==> config.mk <==
export PLATFORM = sky130hd
export DESIGN_NAME = commit_trace_merge
export DESIGN_NICKNAME = d
export VERILOG_FILES = /design/src/rtl/commit_trace_merge_pkg.sv /design/src/rtl/commit_trace_merge_fifo.sv /design/src/rtl/commit_trace_merge.sv
export SDC_FILE = /design/constraint.sdc
export NUM_CORES = 2
export LEC_CHECK = 0
export CELL_PAD_IN_SITES_DETAIL_PLACEMENT = 0
export CELL_PAD_IN_SITES_GLOBAL_PLACEMENT = 1
export CORE_ASPECT_RATIO = 1.25
export CORE_UTILIZATION = 35
export CTS_BUF_LIST = sky130_fd_sc_hd__clkbuf_2
export CTS_CLUSTER_SIZE = 30
export DETAILED_ROUTE_END_ITERATION = 6
export GPL_ROUTABILITY_DRIVEN = 0
export PLACE_DENSITY = 0.68
export SLEW_MARGIN = 20
export SYNTH_ARGS = -nofsm -noshare
export SYNTH_HDL_FRONTEND = slang
export SYNTH_SLANG_ARGS = --single-unit
==> constraint.sdc <==
create_clock -name clk -period 7.3 [get_ports clk]
set_clock_uncertainty 0.1 [all_clocks]
set_input_delay 1.46 -clock clk [delete_from_list [all_inputs] [get_ports clk]]
set_output_delay 1.46 -clock clk [all_outputs]
set_load 0.005 [all_outputs]
==> src/rtl/commit_trace_merge_pkg.sv <==
// Shared types for the dual-thread commit trace merger: the RVFI-style commit
// packet carried through the FIFOs and the thread identifier on the trace port.
package commit_trace_merge_pkg;

    typedef struct packed {
        logic [63:0] order;
        logic [31:0] insn;
        logic [31:0] pc_rdata;
        logic [31:0] pc_wdata;
        logic [4:0]  rd_addr;
        logic [31:0] rd_wdata;
    } rvfi_commit_packet_t;

    typedef logic [0:0] trace_tid_t;

    // Order value the next in-sequence commit of a thread must carry.
    function automatic logic [63:0] next_order(input logic [63:0] order);
        return order + 64'd1;
    endfunction

endpackage

==> src/rtl/commit_trace_merge_fifo.sv <==
// Per-thread commit FIFO with wrap-bit pointers; push while full is taken
// only when the same cycle also pops, so occupancy stays unchanged.
module commit_fifo
    import commit_trace_merge_pkg::*;
#(
    parameter int unsigned DEPTH = 4
) (
    input  logic                clk,
    input  logic                rst,
    input  logic                push,
    input  rvfi_commit_packet_t push_data,
    input  logic                pop,
    output rvfi_commit_packet_t head,
    output logic                empty,
    output logic                full
);

    localparam int unsigned AW = $clog2(DEPTH);
    localparam logic [AW:0] PTR_INC = {{AW{1'b0}}, 1'b1};

    logic [AW:0]         wr_ptr_r;
    logic [AW:0]         rd_ptr_r;
    rvfi_commit_packet_t mem_r [DEPTH];
    logic                do_push_s;
    logic                do_pop_s;

    assign empty     = (wr_ptr_r == rd_ptr_r);
    assign full      = (wr_ptr_r[AW] != rd_ptr_r[AW]) &&
                       (wr_ptr_r[AW-1:0] == rd_ptr_r[AW-1:0]);
    assign do_pop_s  = pop && !empty;
    assign do_push_s = push && (!full || do_pop_s);
    assign head      = mem_r[rd_ptr_r[AW-1:0]];

    // Pointer advance; reset empties the FIFO in one edge.
    always_ff @(posedge clk) begin
        if (rst) begin
            wr_ptr_r <= {(AW+1){1'b0}};
            rd_ptr_r <= {(AW+1){1'b0}};
        end else begin
            if (do_push_s) begin
                wr_ptr_r <= wr_ptr_r + PTR_INC;
            end
            if (do_pop_s) begin
                rd_ptr_r <= rd_ptr_r + PTR_INC;
            end
        end
    end

    // Storage write; contents are meaningless until the pointers cover them.
    always_ff @(posedge clk) begin
        if (do_push_s) begin
            mem_r[wr_ptr_r[AW-1:0]] <= push_data;
        end
    end

endmodule

==> src/rtl/commit_trace_merge.sv <==
// Merges two non-stallable per-thread retire streams into one valid/ready
// trace port via a locked round-robin arbiter, with counters and sticky checks.
module commit_trace_merge
    import commit_trace_merge_pkg::*;
#(
    parameter int unsigned DEPTH = 4
) (
    input  logic                clk,
    input  logic                rst,
    input  logic                t0_valid,
    input  rvfi_commit_packet_t t0_pkt,
    input  logic                t1_valid,
    input  rvfi_commit_packet_t t1_pkt,
    input  logic                swap,
    output logic                out_valid,
    input  logic                out_ready,
    output rvfi_commit_packet_t out_pkt,
    output trace_tid_t          out_tid,
    output logic [63:0]         t0_count,
    output logic [63:0]         t1_count,
    output logic [1:0]          overflow,
    output logic [1:0]          order_err
);

    rvfi_commit_packet_t head0_s;
    rvfi_commit_packet_t head1_s;
    logic [1:0]          empty_s;
    logic [1:0]          full_s;
    logic [1:0]          pop_s;
    logic [1:0]          push_s;
    logic [1:0]          drop_s;
    logic [1:0]          in_valid_s;
    logic [63:0]         in_order_s [2];
    trace_tid_t          grant_s;
    logic                valid_s;
    logic                handshake_s;

    trace_tid_t          last_r;
    trace_tid_t          grant_r;
    logic                lock_r;
    logic [63:0]         t0_count_r;
    logic [63:0]         t1_count_r;
    logic [1:0]          overflow_r;
    logic [1:0]          order_err_r;
    logic [1:0]          armed_r;
    logic [63:0]         exp_r [2];

    commit_fifo #(.DEPTH(DEPTH)) u_fifo0 (
        .clk       (clk),
        .rst       (rst),
        .push      (push_s[0]),
        .push_data (t0_pkt),
        .pop       (pop_s[0]),
        .head      (head0_s),
        .empty     (empty_s[0]),
        .full      (full_s[0])
    );

    commit_fifo #(.DEPTH(DEPTH)) u_fifo1 (
        .clk       (clk),
        .rst       (rst),
        .push      (push_s[1]),
        .push_data (t1_pkt),
        .pop       (pop_s[1]),
        .head      (head1_s),
        .empty     (empty_s[1]),
        .full      (full_s[1])
    );

    // Grant selection: a held grant wins, otherwise round-robin on ties.
    always_comb begin
        grant_s = 1'b0;
        if (lock_r) begin
            grant_s = grant_r;
        end else if (!empty_s[0] && !empty_s[1]) begin
            grant_s = ~last_r;
        end else if (!empty_s[1]) begin
            grant_s = 1'b1;
        end else begin
            grant_s = 1'b0;
        end
    end

    assign valid_s     = grant_s ? !empty_s[1] : !empty_s[0];
    assign handshake_s = valid_s && out_ready;
    assign pop_s       = handshake_s ? (grant_s ? 2'b10 : 2'b01) : 2'b00;
    assign in_valid_s  = {t1_valid, t0_valid};
    assign in_order_s[0] = t0_pkt.order;
    assign in_order_s[1] = t1_pkt.order;
    // A full FIFO only accepts when its head leaves in the same cycle.
    assign push_s      = in_valid_s & (~full_s | pop_s);
    assign drop_s      = in_valid_s & full_s & ~pop_s;

    assign out_valid = valid_s;
    assign out_tid   = grant_s;
    assign out_pkt   = valid_s ? (grant_s ? head1_s : head0_s) : '0;
    assign t0_count  = t0_count_r;
    assign t1_count  = t1_count_r;
    assign overflow  = overflow_r;
    assign order_err = order_err_r;

    // Arbiter state: lock while the consumer stalls, rotate on handshake.
    always_ff @(posedge clk) begin
        if (rst) begin
            last_r  <= 1'b1;
            grant_r <= 1'b0;
            lock_r  <= 1'b0;
        end else if (handshake_s) begin
            last_r  <= grant_s;
            lock_r  <= 1'b0;
        end else if (valid_s) begin
            grant_r <= grant_s;
            lock_r  <= 1'b1;
        end
    end

    // Accepted-commit counters and sticky drop flags.
    always_ff @(posedge clk) begin
        if (rst) begin
            t0_count_r <= 64'd0;
            t1_count_r <= 64'd0;
            overflow_r <= 2'b00;
        end else begin
            if (push_s[0]) begin
                t0_count_r <= t0_count_r + 64'd1;
            end
            if (push_s[1]) begin
                t1_count_r <= t1_count_r + 64'd1;
            end
            overflow_r <= overflow_r | drop_s;
        end
    end

    // Order checkers see dropped packets too; swap disarms before the check.
    always_ff @(posedge clk) begin
        if (rst) begin
            armed_r     <= 2'b00;
            exp_r[0]    <= 64'd0;
            exp_r[1]    <= 64'd0;
            order_err_r <= 2'b00;
        end else begin
            for (int i = 0; i < 2; i++) begin
                if (in_valid_s[i]) begin
                    if (armed_r[i] && !swap && (in_order_s[i] != exp_r[i])) begin
                        order_err_r[i] <= 1'b1;
                    end
                    armed_r[i] <= 1'b1;
                    exp_r[i]   <= next_order(in_order_s[i]);
                end else if (swap) begin
                    armed_r[i] <= 1'b0;
                end
            end
        end
    end

endmodule

Word level (Yosys, flattened, before mapping)
Memory sizes are Yosys's and may differ from the RTL's. A register that Yosys moved wholly into a read port is not among the register bits.
Cells that the tools add are included.
Widths: inputs -> output; s select.
{"block": "classes", "n_addsub": 8, "eq_ne": 8, "mux": 29, "bitwise_logic": 11, "n_reduce_logical": 25}
{"cell": "$mux 197", "count": 2}
{"cell": "$add 64x1->64 const B", "count": 4}
{"cell": "$mux 64", "count": 2}
{"cell": "$ne 64x64->1", "count": 2}
{"cell": "$mux 1", "count": 19}
{"cell": "$add 3x1->3 const B", "count": 4}
{"cell": "$logic_and 1x1->1", "count": 12}
{"cell": "$mux 2", "count": 6}
{"cell": "$and 2x2->2", "count": 3}
{"cell": "$eq 3x3->1", "count": 2}
{"cell": "$reduce_and 2->1", "count": 3}
{"cell": "$logic_not 1->1", "count": 5}
{"cell": "$eq 2x2->1", "count": 2}
{"cell": "$not 2->2", "count": 2}
{"cell": "$or 2x2->2", "count": 2}
{"cell": "$reduce_bool 2->1", "count": 2}
{"cell": "$logic_or 1x1->1", "count": 2}
{"cell": "$ne 1x1->1", "count": 2}
{"cell": "$not 1->1", "count": 2}
{"cell": "$or 1x1->1", "count": 2}
{"cell": "$reduce_or 2->1", "count": 1}
{"block": "word_totals", "register_bits": 149, "ram_bits": 1704, "out_inout_bits": 331, "word_cells": 98, "n_memories": 3}
{"memory": "u_fifo0.mem_r", "words": 4, "word_bits": 197, "rd": 1, "rd_clocked_by_memory_dff": 1, "wr": 1, "line": "commit_trace_merge_fifo.sv:23", "rtl": "rvfi_commit_packet_t mem_r [DEPTH];"}
{"memory": "u_fifo1.mem_r", "words": 4, "word_bits": 197, "rd": 1, "rd_clocked_by_memory_dff": 1, "wr": 1, "line": "commit_trace_merge_fifo.sv:23"}
{"memory": "exp_r", "words": 2, "word_bits": 64, "rd": 2, "rd_clocked_by_memory_dff": 0, "wr": 2, "line": "commit_trace_merge.sv:46", "rtl": "logic [63:0] exp_r [2];"}

Logic depth before layout (Yosys ltp)
{"block": "logic_depth", "depth_word": 13, "depth_mapped": 9, "ltp_nobuf": 7}

By module
A second synthesis with hierarchy kept.
{"block": "hier_totals", "cells_unflattened": 4436, "hier_area_um2": 75227.1}
{"mod": "commit_fifo", "n_inst": 2, "cells_each": 1084, "area_each_um2": 28960.3, "seq_area_each_um2": 23822.8}
{"mod": "commit_trace_merge", "n_inst": 1, "cells_each": 2268, "area_each_um2": 17306.6, "seq_area_each_um2": 6586.3}

Worst setup path after synthesis
OpenSTA, ideal clock, no wires.
{"block": "synth_timing", "path_type": "input to register", "from": "input port out_ready", "to": "memory u_fifo0.mem_r[2][0] (netlist bit) (enable)", "setup_ns": 0.582, "arrival_time_ns": 7.089, "t_required_ns": 6.618, "path_slack_ns": -0.471, "cell_stages": 5, "path_buffers": 1, "cell_sequence": "a21boi_0 > nor4b_4 > o31a_1 > clkbuf_1 > and2_1"}
{"block": "synth_between", "elab_chain_cells": 7, "elab_cells_between_ends": 9, "classes_between": "mux: 3; bitwise: 2; reduce/logical: 4"}
{"item": "from (decl)", "line": "commit_trace_merge.sv:16", "rtl": "input logic out_ready,"}
{"item": "$logic_and 1x1->1 *", "line": "commit_trace_merge.sv:85", "rtl": "assign handshake_s = valid_s && out_ready;"}
{"item": "$mux 2 *", "line": "commit_trace_merge.sv:86", "rtl": "assign pop_s = handshake_s ? (grant_s ? 2'b10 : 2'b01) : 2'b00;"}
{"item": "$or 2x2->2 / $logic_and 1x1->1 (equally long branches)", "line": "commit_trace_merge.sv:91, commit_trace_merge_fifo.sv:30"}
{"item": "$and 2x2->2 / $logic_or 1x1->1 (equally long branches)", "line": "commit_trace_merge.sv:91, commit_trace_merge_fifo.sv:31"}
{"item": "$logic_and 1x1->1 *", "line": "commit_trace_merge_fifo.sv:31", "rtl": "assign do_push_s = push && (!full || do_pop_s);"}
{"item": "$mux 1 *", "line": "commit_trace_merge_fifo.sv:51", "rtl": "if (do_push_s) begin"}
{"item": "$mux 1 (not written as such) *", "line": "commit_trace_merge_fifo.sv:52", "rtl": "mem_r[wr_ptr_r[AW-1:0]] <= push_data;"}
{"item": "to (decl)", "line": "commit_trace_merge_fifo.sv:23"}
Mark *: on every way between the ends. The rest lies on a longest branch, timed or not.

==> out/qor.yml <==
status: "finished clean"
p_int_mw: 18.3
first_iter_violations: 3184
cts_tree: "yes"
tns_ps: 0
async_flop_share_pct: 0
port_buffers: 730
yosys_register_bits: 1857
grt_antenna_before_repair: 95
holdWs_ps: 305
synth.distinct_cells: 66
synth-edff-count: 1704
power_frac_clock_pct: 25.3
h-tree-depth: 5
p_sw_share_pct: 31.9
hold_end: "u_fifo1.mem_r[2][88]$_DFFE_PP_"
leakage_nw: 29.4
period_share_pct: 92.4
syn_nets: 4875
worstSetupStartpointType: "register"
dieArea_sq_mm: 0.216
path_clk_slew_ps: 110
min_from: "t1_pkt[88]"
area_growth_pct: 20.9
via_per_inst: 5.16
power_mw: 26.9
yosys.area.top_type: "edfxtp_1"
slew_headroom_pct: 25.3
peakVddDrop_uv: 314
critPathCaptureType: "output pin"
hpwlAfterDp_microns: 147000
grt_pass1_vias: 46206
clock-sinks: 1857
vias: 45085
fin_nets: 5970
synth_top_flop_cell: "edfxtp_1"
setup_violations: 0
r2r-end: "u_fifo0.mem_r[3][137]$_DFFE_PP_"
start_util_pct: 35.3
syn_avg_cell_area_sq_um: 16.8
grt_start_max_net_pins: 135
clock.fmax_ghz: 0.148
worstMarginPinSlew_ps: 1110
hp-class: "in2reg"
coreArea_sq_mm: 0.213
ys_seq_area_share_pct: 72.3
worstSkewPairLatency_ps: 1670
comb_power_share_pct: 28.9
period_needed_ps: 6740
stdcell_area_sq_mm: 0.0907
synth_top_area_share_pct: 68.2
cts_max_path_buffers: 4
p_switching_mw: 8.60
critPathKind: "reg2out"
syn_area_sq_mm: 0.0750
routedWlPerCell_microns: 25.3
r2r.worst_path.cells: 5
required_ps: 5740
ys_warn_count: 0
drt_first_pass_iters: 6
synth_area_leaders: "edfxtp_1 (68%), mux4_2 (12%), dfxtp_1 (4.1%), nand2_1 (2.5%), xnor2_1 (2.3%)"
power.density_mw_per_mm2: 297
rows: 189
drtAntennaViolNets: 0
r2r_start: "grant_r$_SDFFE_PP0P_"
critical_path_arrival_ps: 5180
layout-drive-gt1-share_pct: 20.9
io_pins: 731
rsz0062_at_grt: "no"
cp-startpoint: "u_fifo1.wr_ptr_r[1]$_SDFFE_PP0P_"
grt-ovfl-total: 0
seqPwrFrac_pct: 45.8
nFillCells: 19276
cp_max_fo: 134
dpl_cell_area_sq_mm: 0.0862
fp.dieW_microns: 416
die_h_microns: 520
track_usage_pct: 20.1
cts_buffers: 453
grt_pass1_wl_microns: 317000
post-route-drc-count: 0
root_buffer: "clkbuf_2"
hold_viol_final: 0
totalWireLength_microns: 222000
maxCapViolations: 0
syn_inst: 4461
hold_depth: 1
cts_setup_buffers: 0
rrSetupSlack_ps: 3720
slew_viol_final: 0
-- area by class of cell --
type                       count  area [sq um]  area share (%)
antenna                       55           138           0.152
clock buffer                 639          3200            3.52
clock inverter               178           907            1.00
inverter                      46           180           0.199
multi-input combinational   2331         19800            21.8
sequential                  1857         54200            59.8
tap                         2769          3460            3.82
timing repair buffer         867          8800            9.70
-- metal layers --
| metal | track usage, % | vias up | share of wire, % |
|---|---|---|---|
| met5 | 0 | - | 0.21 |
| met4 | 8.82 | 68 | 3.6 |
| met3 | 4.95 | 458 | 6.6 |
| met2 | 34.6 | 1624 | 51 |
| met1 | 23.7 | 23042 | 38 |
| li1 | - | 19893 | - |
-- synth_stat cells, types with 24 or more instances --
cell	instances
inv_1	45
nor4_1	45
and3_1	43
o21ai_0	39
xnor2_1	197
or3_1	35
dfxtp_1	153
edfxtp_1	1704
and4_1	24
mux4_2	394
nand4_1	104
xor2_1	142
nand3_1	96
nand2_1	494
a21oi_1	249
nor2_1	265
nor3_1	81
clkbuf_1	195
-- placed cells by master, fill, tap and decap left out, drive strengths merged, types with 96 or more instances in the layout --
master,instances
clkinv,162
xor2,142
xnor2,197
clkdlybuf4s50,729
clkbuf,639
buf,107
nand4,107
nor2,265
nand2,494
mux4,394
dfxtp,153
nand3,96
edfxtp,1704
a21oi,250
-- how the worst max path moves through the flow --
stage,to
finish,out_pkt[112]
global route,out_pkt[112]
CTS,out_pkt[0]
detailed placement,u_fifo0.mem_r[3][155]$_DFFE_PP_
global placement,u_fifo0.mem_r[3][156]$_DFFE_PP_
floorplan,u_fifo0.mem_r[0][0]$_DFFE_PP_
-- registers in the layout, summed over array words and instances (netlist names), named ones only --
register,flops
u_fifo0.rd_ptr_r,3
grant_r,1
armed_r,2
u_fifo1.wr_ptr_r,3
u_fifo0.wr_ptr_r,3
u_fifo0.mem_r,788
u_fifo1.mem_r,788
order_err,2
t0_count,64
u_fifo1.rd_ptr_r,3
lock_r,1
t1_count,64
overflow,2
exp_r,128
last_r,1
-- repair_timing --
| item | 4_1_cts | 5_1_grt |
|---|---|---|
| hold buffers | 31 | 0 |
| endpoints found under the hold margin | 108 | 0 |
| gates resized for setup | 0 | 0 |
-- stage by stage --
stage	utilization, %	setup slack, ps	instances
after global routing	42.7	123	8725
final	42.7	556	8742
after CTS	42.6	214	8687
after floorplan	-	1720	4461
after global placement	40.5	2170	7839
after detailed placement	40.5	2140	7839
-- power by group through the flow --
stage | clock, mW | combinational (mW) | sequential (mW)
after floorplan | 0 | 3.76 | 12.5
after global placement | 0 | 7.89 | 12.6
after detailed placement | 0 | 7.91 | 12.6
after CTS | 7.10 | 7.95 | 12.4
after global routing | 7.58 | 8.29 | 12.4
final | 6.81 | 7.77 | 12.3
-- critical path: stages, from the launching register on --
cell and delay, ps:
dfxtp_1 370, xor2_1 230, nor3_1 540, a211oi_1 170, a21oi_4 300, buf_12 570, nand2_1 420, a21oi_1 240
clkdlybuf4s50_1 520
-- kinds of logic (layout without fill, tap and decap cells) --
logic type / count (synthesis) / in the layout / share of synthesized area (%)
other cells: 0 / 55 / 0
fa+ha+maj: 14 / 14 / 0.233
xor+xnor: 339 / 339 / 3.96
compound gates: 317 / 317 / 2.25
simple gates: 1260 / 1260 / 7.93
mux: 401 / 401 / 11.9
flops: 1857 / 1857 / 72.3
buf+inv: 273 / 1730 / 1.43
Power figures use the tool's default switching activity.
